[src/rtl/seg_pkg.sv]
// Shared definitions for the seven-segment scan driver.
//
// Contents:
//   SEG_0 .. SEG_F  active-high 7-bit segment patterns, bit 0 = a .. bit 6 = g
//   SEG_BLANK       all segments off
//   state_e         scan FSM state encoding (SHOW, GAP)
package seg_pkg;

    localparam logic [6:0] SEG_0     = 7'h3F;
    localparam logic [6:0] SEG_1     = 7'h06;
    localparam logic [6:0] SEG_2     = 7'h5B;
    localparam logic [6:0] SEG_3     = 7'h4F;
    localparam logic [6:0] SEG_4     = 7'h66;
    localparam logic [6:0] SEG_5     = 7'h6D;
    localparam logic [6:0] SEG_6     = 7'h7D;
    localparam logic [6:0] SEG_7     = 7'h07;
    localparam logic [6:0] SEG_8     = 7'h7F;
    localparam logic [6:0] SEG_9     = 7'h6F;
    localparam logic [6:0] SEG_A     = 7'h77;
    localparam logic [6:0] SEG_B     = 7'h7C;
    localparam logic [6:0] SEG_C     = 7'h39;
    localparam logic [6:0] SEG_D     = 7'h5E;
    localparam logic [6:0] SEG_E     = 7'h79;
    localparam logic [6:0] SEG_F     = 7'h71;
    localparam logic [6:0] SEG_BLANK = 7'h00;

    // SHOW: current digit lit; GAP: dead time with every digit dark.
    typedef enum logic [0:0] {
        SHOW = 1'b0,
        GAP  = 1'b1
    } state_e;

endpackage

[src/rtl/seg7_decode.sv]
// Combinational hex-to-seven-segment decoder.
//
// Ports:
//   value  in  4  digit value 0..F
//   blank  in  1  1 = force all segments off (leading-zero blanking)
//   seg    out 7  active-high segments, [0]=a .. [6]=g
module seg7_decode
    import seg_pkg::*;
(
    input  logic [3:0] value,
    input  logic       blank,
    output logic [6:0] seg
);

    always_comb begin
        seg = SEG_BLANK;
        if (!blank) begin
            case (value)
                4'h0:    seg = SEG_0;
                4'h1:    seg = SEG_1;
                4'h2:    seg = SEG_2;
                4'h3:    seg = SEG_3;
                4'h4:    seg = SEG_4;
                4'h5:    seg = SEG_5;
                4'h6:    seg = SEG_6;
                4'h7:    seg = SEG_7;
                4'h8:    seg = SEG_8;
                4'h9:    seg = SEG_9;
                4'hA:    seg = SEG_A;
                4'hB:    seg = SEG_B;
                4'hC:    seg = SEG_C;
                4'hD:    seg = SEG_D;
                4'hE:    seg = SEG_E;
                default: seg = SEG_F;
            endcase
        end
    end

endmodule

[src/rtl/seg_scan_driver.sv]
// Time-multiplexed driver for a common-pin seven-segment display.
//
// Each digit is lit for SCAN_DIV cycles, optionally followed by GAP_CYC cycles with all
// digits dark to avoid ghosting. Digit values and decimal points are captured into a
// snapshot once per frame (when the scan wraps back to digit 0) so a frame never shows a
// mix of old and new data. All pins are registered and lag the scan state by one cycle.
//
// Ports:
//   clk         in   1          system clock
//   rst_n       in   1          asynchronous active-low reset
//   en          in   1          display enable; 0 holds the scan at digit 0, pins dark
//   data_in     in   4*NUM_DIG  digit values, [3:0] = digit 0 (least significant)
//   dp_in       in   NUM_DIG    decimal point per digit, bit i = digit i
//   lz_blank    in   1          1 = blank leading zeros (sampled live)
//   seg_sel     out  NUM_DIG    one-hot digit select, active-low when SEL_ACT_LOW
//   seg_led     out  8          [0]=a .. [6]=g, [7]=dp, active-low when SEG_ACT_LOW
//   frame_tick  out  1          one-cycle pulse when the snapshot loads at frame wrap
module seg_scan_driver
    import seg_pkg::*;
#(
    parameter int unsigned NUM_DIG     = 2,
    parameter int unsigned SCAN_DIV    = 50000,
    parameter int unsigned GAP_CYC     = 0,
    parameter bit          SEL_ACT_LOW = 1'b1,
    parameter bit          SEG_ACT_LOW = 1'b1
) (
    input  logic                   clk,
    input  logic                   rst_n,
    input  logic                   en,
    input  logic [4*NUM_DIG-1:0]   data_in,
    input  logic [NUM_DIG-1:0]     dp_in,
    input  logic                   lz_blank,
    output logic [NUM_DIG-1:0]     seg_sel,
    output logic [7:0]             seg_led,
    output logic                   frame_tick
);

    localparam int unsigned IdxW   = (NUM_DIG > 1) ? $clog2(NUM_DIG) : 1;
    localparam int unsigned CntMax = (SCAN_DIV > GAP_CYC) ? SCAN_DIV : GAP_CYC;
    localparam int unsigned CntW   = (CntMax > 1) ? $clog2(CntMax) : 1;

    localparam logic [IdxW-1:0]    IdxLast  = IdxW'(NUM_DIG - 1);
    localparam logic [CntW-1:0]    ScanLast = CntW'(SCAN_DIV - 1);
    // Unreachable when GAP_CYC == 0; the truncated value is never compared in GAP.
    localparam logic [CntW-1:0]    GapLast  = CntW'(GAP_CYC - 1);

    localparam logic [NUM_DIG-1:0] SelOff = SEL_ACT_LOW ? {NUM_DIG{1'b1}} : {NUM_DIG{1'b0}};
    localparam logic [7:0]         LedOff = SEG_ACT_LOW ? 8'hFF : 8'h00;

    state_e                 state_q;
    logic [IdxW-1:0]        idx_q;
    logic [CntW-1:0]        div_cnt_q;
    logic [4*NUM_DIG-1:0]   snap_q;
    logic [NUM_DIG-1:0]     snap_dp_q;

    logic                   state_end;
    logic                   enter_show;
    logic                   wrap;
    logic [IdxW-1:0]        idx_next;
    logic [NUM_DIG-1:0]     lz_vec;
    logic                   zero_above;
    logic [3:0]             cur_digit;
    logic                   cur_blank;
    logic [6:0]             cur_seg;
    logic [NUM_DIG-1:0]     sel_on;
    logic [7:0]             led_on;

    // Scan sequencing: where the current state ends and what follows it.
    always_comb begin
        state_end  = (state_q == SHOW) ? (div_cnt_q == ScanLast) : (div_cnt_q == GapLast);
        enter_show = state_end && ((state_q == GAP) || (GAP_CYC == 0));
        wrap       = enter_show && (idx_q == IdxLast);
        idx_next   = wrap ? '0 : idx_q + IdxW'(1);
    end

    // lz_vec[i] is set when digit i and every digit above it are zero.
    always_comb begin
        zero_above = 1'b1;
        lz_vec     = '0;
        for (int i = int'(NUM_DIG) - 1; i >= 0; i--) begin
            zero_above = zero_above & (snap_q[4*i +: 4] == 4'd0);
            lz_vec[i]  = zero_above;
        end
    end

    always_comb begin
        cur_digit = snap_q[{idx_q, 2'b00} +: 4];
        cur_blank = lz_blank && (idx_q != '0) && lz_vec[idx_q];
    end

    seg7_decode u_decode (
        .value (cur_digit),
        .blank (cur_blank),
        .seg   (cur_seg)
    );

    // Pin levels for the digit currently selected by the scan.
    always_comb begin
        sel_on = NUM_DIG'(1) << idx_q;
        led_on = {snap_dp_q[idx_q], cur_seg};
        if (SEL_ACT_LOW) begin
            sel_on = ~sel_on;
        end
        if (SEG_ACT_LOW) begin
            led_on = ~led_on;
        end
    end

    always_ff @(posedge clk or negedge rst_n) begin
        if (!rst_n) begin
            state_q    <= SHOW;
            idx_q      <= '0;
            div_cnt_q  <= '0;
            snap_q     <= '0;
            snap_dp_q  <= '0;
            frame_tick <= 1'b0;
            seg_sel    <= SelOff;
            seg_led    <= LedOff;
        end else if (!en) begin
            // Park at the start of a frame and keep the snapshot tracking the inputs, so
            // the first digit lit after enable shows current data without a tick.
            state_q    <= SHOW;
            idx_q      <= '0;
            div_cnt_q  <= '0;
            snap_q     <= data_in;
            snap_dp_q  <= dp_in;
            frame_tick <= 1'b0;
            seg_sel    <= SelOff;
            seg_led    <= LedOff;
        end else begin
            if (state_q == SHOW) begin
                seg_sel <= sel_on;
                seg_led <= led_on;
            end else begin
                seg_sel <= SelOff;
                seg_led <= LedOff;
            end

            frame_tick <= wrap;

            if (state_end) begin
                div_cnt_q <= '0;
                if (enter_show) begin
                    state_q <= SHOW;
                    idx_q   <= idx_next;
                    if (wrap) begin
                        snap_q    <= data_in;
                        snap_dp_q <= dp_in;
                    end
                end else begin
                    state_q <= GAP;
                end
            end else begin
                div_cnt_q <= div_cnt_q + CntW'(1);
            end
        end
    end

endmodule

[config.mk]
export PLATFORM = sky130hd
export DESIGN_NAME = seg_scan_driver
export DESIGN_NICKNAME = d
export VERILOG_FILES = /design/src/rtl/seg_pkg.sv /design/src/rtl/seg7_decode.sv /design/src/rtl/seg_scan_driver.sv
export SDC_FILE = /design/constraint.sdc
export NUM_CORES = 1
export LEC_CHECK = 0
export ABC_AREA = 1
export CORE_UTILIZATION = 55
export CTS_CLUSTER_SIZE = 14
export DETAILED_ROUTE_END_ITERATION = 12
export GPL_ROUTABILITY_DRIVEN = 0
export PLACE_DENSITY = 0.82
export SLEW_MARGIN = 20
export SYNTH_ARGS = -nofsm -noshare
export SYNTH_HDL_FRONTEND = slang
export SYNTH_HIERARCHICAL = 1
export SYNTH_SLANG_ARGS = --single-unit
[constraint.sdc]
create_clock -name clk -period 2.3 [get_ports clk]
set_clock_uncertainty 0.2 [all_clocks]
set_input_delay 0.46 -clock clk [delete_from_list [all_inputs] [get_ports clk]]
set_output_delay 0.46 -clock clk [all_outputs]
set_load 0.02 [all_outputs]
# Yosys cells after proc, flatten, opt, wreduce, memory -nomap -nowiden
# Memory sizes are Yosys's and may differ from the RTL's.
# Index checks and enable logic that the tools add are counted.
# W data, S select, Z words.
[totals]
latch_bits = 0
wordCells = 51
ram_bits = 0
output_inout_bits = 11
rom_bits = 112
memories = 1
inputBits = 14
register_bits = 39
[classes]
n_mux = 24
n_mul = 0
shifts = 2
addsub = 2
n_eq_ne = 4
div_mod_pow = 0
reduce_logical = 6
n_lt_le_gt_ge = 1
bitwise = 3
[memory_table]
columns = ["memory", "words", "width", "read_ports", "rd_ports_with_merged_regs", "wr", "line", "text"]
rows = [
  ["(no name shown)", 16, 7, 1, 0, 0, "seg7_decode.sv:18", "case (value)"],
]
[ops]
columns = ["cell", "n"]
rows = [
  ["$mux W8", 5],
  ["$eq A16 B16 Y1 const B", 2],
  ["$mux W16", 2],
  ["$add A16 B1 Y16 const B", 1],
  ["$mux W1", 11],
  ["$mux W2", 5],
  ["$logic_not A4 Y1", 2],
  ["$not A8 Y8", 1],
  ["$shiftx A8 B4 Y4", 1],
  ["$mux W7", 1],
  ["$ne A2 B1 Y1 const B", 2],
  ["$logic_and A1 B1 Y1", 3],
  ["$lt A1 B2 Y1 const B", 1],
  ["$not A2 Y2", 1],
  ["$reduce_and A2 Y1", 1],
  ["$shl A1 B1 Y2 const A", 1],
  ["$add A1 B1 Y1 const B", 1],
  ["$and A1 B1 Y1", 1],
]

# Longest topological paths before layout
# Gate-level depths: netlist (run 1).
[logic_depth]
word_depth = 9
mapped_depth = 10

# Modules after synthesis
# The synthesis (run 1) kept the hierarchy.
[by_module_without_submodules]
columns = ["mod", "area_per_inst_um2", "n_inst", "cells_per_inst"]
rows = [
  ["seg_scan_driver", 1904.3, 1, 217],
  ["seg7_decode", 286.5, 1, 45],
]

# Worst setup path before layout (run 1)
# No wires, ideal clock.
[synth_path]
kind = "reg-to-reg"
start = "register idx_q"
end = "register seg_led[3]"
path_stages_with_launch = 11
setup_ps = 63
arrival_time_ps = 1633
required_ps = 2037
slack_ps = 405
path_buffers = 1
period_less_slack_ps = 1895
cell_sequence = "dfrtp_1 > buf_2 > inv_1 > nor2_1 > nor2_1 > inv_1 > ha_1 > nand3b_1 > nand3_1 > nor2_1 > nand2_1"
[synth_between]
elab_cells_between_ends = 10
cone_classes = "1 x shift; 5 x mux; 1 x bitwise; 2 x reduce/logical; 1 x memory"
[synth_rtl]
columns = ["item", "line", "text"]
rows = [
  ["start: declaration", "seg_scan_driver.sv:51", "logic [IdxW-1:0] idx_q;"],
  ["start signal: assignment", "seg_scan_driver.sv:145", "idx_q <= idx_next;"],
  ["$shiftx A8 B4 Y4", "seg_scan_driver.sv:87", "cur_digit = snap_q[{idx_q, 2'b00} +: 4];"],
  ["net cur_digit[0]", "seg_scan_driver.sv:62", "logic [3:0] cur_digit;"],
  ["$mem_v2 Z16 W7", "--", ""],
  ["$mux W7", "seg7_decode.sv:17", "if (!blank) begin"],
  ["net cur_seg[3]", "seg_scan_driver.sv:64", "logic [6:0] cur_seg;"],
  ["$not A8 Y8", "seg_scan_driver.sv:105", "led_on = ~led_on;"],
  ["$mux W8", "seg_scan_driver.sv:131", "if (state_q == SHOW) begin"],
  ["$mux W8", "seg_scan_driver.sv:119", "end else if (!en) begin"],
  ["end signal: assignment", "seg_scan_driver.sv:118", "seg_led <= LedOff;"],
  ["end signal: assignment", "seg_scan_driver.sv:133", "seg_led <= led_on;"],
  ["end signal: assignment", "seg_scan_driver.sv:136", "seg_led <= LedOff;"],
  ["end: declaration", "seg_scan_driver.sv:34", "output logic [7:0] seg_led,"],
]
# The timed path passes the listed nets, and every way through them passes these cells. The select of a mux whose other input is x is not followed.
# A chain may end at the register's enable or synchronous reset.

# Worst setup path in the final report (run 1)
[layout_path]
start = "register seg_led[5]"
end = "output port seg_led[5]"
[layout_rtl]
columns = ["item", "line", "text"]
rows = [
  ["start signal: assignment", "seg_scan_driver.sv:118", ""],
  ["start signal: assignment", "seg_scan_driver.sv:129", "seg_led <= LedOff;"],
  ["start signal: assignment", "seg_scan_driver.sv:133", ""],
]
# No word-level cell between the ends.

==> results of run 1 <==
-- stage by stage --
stage	cells	hold WS [ns]	setup slack, ns
after floorplan	262	-0.03559	0.4045
after global placement	329	0.2336	0.3564
after detailed placement	329	0.2258	0.3128
after CTS	337	0.07865	0.2163
after global routing	337	0.1154	0.07762
final	337	0.04562	0.2287
-- registers in the layout, indices dropped and copies added (netlist names) --
name,flops
frame_tick,1
seg_sel,2
idx_q,1
snap_q,8
snap_dp_q,2
div_cnt_q,16
seg_led,8
-- routing by layer --
metal  GRT usage  share of wire  vias to the layer above
met2      0.3802           0.47                       79
met4      0.1005          0.017                        0
met1      0.3318           0.44                      870
met3     0.05035          0.074                        8
met5           0              0                        -
li1            -              -                      901
-- Yosys cell counts, drive strengths merged --
cell type  count
buf            6
nand4          3
xor2           2
dfstp         10
dfrtp         28
nor2          45
ha             7
a22oi          1
nand2         64
nand3         37
nand3b         2
a31oi          1
a21oi         10
o21bai         1
inv           24
clkbuf         2
xnor2          1
nor3          10
o21ai          8
-- logic make-up (layout without fill, tap and decap cells) --
group	after synthesis	in the layout
compound gates	21	21
xor+xnor	3	3
fa+ha+maj	7	7
buf+inv	32	59
flops	38	38
simple gates	161	161
-- layout make-up --
cell class	count	area share
clock buffers	6	0.03269
clock inverters	2	0.004953
inverters	24	0.03863
multi-input cells	192	0.4165
flip-flops and latches	38	0.3814
well taps	48	0.02377
repair buffers	27	0.1020
-- layout by cell type, fill, tap and decap left out --
cell and n:
o21ai_0 1, a31oi_1 1, inv_4 1, dfrtp_1 28
xor2_1 2, nand3b_1 2, inv_1 17, buf_2 1
nand2_1 54, clkinvlp_4 1, a21oi_2 2, nor2_1 38
clkinv_2 1, o21bai_1 1, nor2_4 4, ha_1 7
inv_2 5, nor2_2 3, xnor2_1 1, dfstp_2 10
clkdlybuf4s50_1 23, nand4_1 3, nand2_4 2, o21ai_2 1
a22oi_1 1, nand3_1 25, o21ai_1 6, nand2_2 8
nand3_2 12, clkbuf_8 6, buf_4 3, a21oi_1 8
inv_6 1, nor3_2 1, nor3_1 9
-- report_power, final --
part / switching (mW) / internal, mW / leakage [nW]
clock network: 0.244 / 0.241 / 0.0472
registers: 0.0226 / 0.735 / 0.481
logic: 0.206 / 0.141 / 0.623
-- final timing paths --
kind                                                from                 endpoint  slack (ns)  cells after the start
worst max-delay path                seg_led[5]$_DFF_PN1_               seg_led[5]        0.23                      1
worst min-delay path                               rst_n    snap_q[3]$_DFFE_PN0P_        0.05                      1
worst max register to register         idx_q$_DFFE_PN0P_     seg_led[3]$_DFF_PN1_        0.29                      9
worst min register to register  snap_dp_q[0]$_DFFE_PN0P_     seg_led[7]$_DFF_PN1_        0.24                      1
max in group asynchronous                          rst_n  div_cnt_q[15]$_DFF_PN0_        1.35                      1
min in group clk                snap_dp_q[0]$_DFFE_PN0P_     seg_led[7]$_DFF_PN1_        0.24                      1
-- worst register-to-register path, delay by kind of cell (launching register included) --
kind,cells,cell delay [ns]
flops,1,0.38
buf+inv,2,0.35
simple gates,6,0.69
fa+ha+maj,1,0.33
==> impl_metrics.toml, run 1 <==
[sta]
rsz0062_at_grt = "false"
setup_violations = 0
tightest_slew_ns = 0.7995
hold_violations = 0
slew_violations = 0
post-route-period-util = 0.9006
period_needed_ns = 2.071
max_freq_ghz = 0.4828
setup_tns_ns = 0
max_slew_margin = 0.4670

[drt]
drc = 0
routed_wl_microns = 4529
final_antenna_net_count = 0
drt-initial-drc-count = 137
routedWlPerCell_microns = 13.44
num_vias = 1858
post_drt_via_cell_ratio = 5.513
drtPass1Iterations = 5

[clock_tree]
cts.path.max_buffers = 2
postCtsSetupRepairBufs = 0
cts_buffers = 5
clock_sinks = 38
path_clk_slew_ns = 0.08
clk_latency_ns = 0.30
ctsHoldBuffers = 0
htree_levels = 2
tritoncts = "yes"
post_cts_resized = 0
cts_root_buffer = "clkbuf_8"

[yosys]
synth-compound-area-share = 0.05597
synth-seq-area-share = 0.4397
synthXorXnorAreaFrac = 0.01199
synth.area.mux_share = 0
ys_warn_count = 6
synthSimpleGateAreaFrac = 0.3724
ys_types = 33
ys_top_cells_by_area = "dfrtp_1 (32%), dfstp_2 (12%), nand2_1 (9.3%)"
synth_top_area_cell = "dfrtp_1"
synth_top_family_by_area = "simple AND/OR/NAND/NOR gates"
synth.top_cell.area_share = 0.3198
synth_adder_area_share = 0.03998
synth_seq_cells = 38
syn_inst = 262
syn_area_sq_um = 2191
synth_area_per_cell_sq_um = 8.362
synth_nets = 283

[place]
hpwl_microns = 3179
portBuffers = 24
placed_cell_area_sq_um = 2431

[cells_and_area]
multi_input_area_sq_um = 1052
final-seq-area_sq_um = 963.4
nFillCells = 312
drive_gt1_frac = 0.2145
nNetsFinal = 309
diodes = 0
post-route-cell-area_sq_um = 2526
final_util = 0.6748
area_growth_pct = 15.31

[grt]
grt_pass1_vias = 1707
grt_pass1_wl_microns = 7810
grt_max_degree = 39
grt_usage = 0.2439
antenna_found_initial = 0
grt_overflow_total = 0

[die]
die_y_microns = 65.12
num_rows = 22
ioPinCount = 25
die_area_sq_um = 4240
coreArea_sq_um = 3744
die_w_microns = 65.12
initial_core_util = 0.5852

[critical_path]
path_cells = "clkdlybuf4s50_1"
critPathMaxFanout = 1
path_buf_inv = 1
worstPathRequired_ns = 1.64
start_kind = "register"
critPathSlowestCell = "clkdlybuf4s50_1"
path_delay_family = "buffers and inverters"
critical_path.max_stage_delay_ns = 0.59
crit_arrival_ns = 1.41
critPathKind = "reg2out"
end_kind = "output pin"

[power]
ir_drop_uv = 471.5
power_density_nw_per_um2 = 628.8
power.total_mw = 1.588
power_leakage_nw = 1.150

[hold_path]
hold_path_class = "in2async"

[flow_run]
drv_cap = 0

[outcome]
outcome = "complete, no violations"
Note: power is estimated with default switching activity, not from simulation.
==> inputs of run 2 (changes only) <==
Settings changed: ABC_CLOCK_PERIOD_IN_PS set to 2300.
==> results of run 2 <==
Final layout, timing and power as in run 1 (identical DEF).
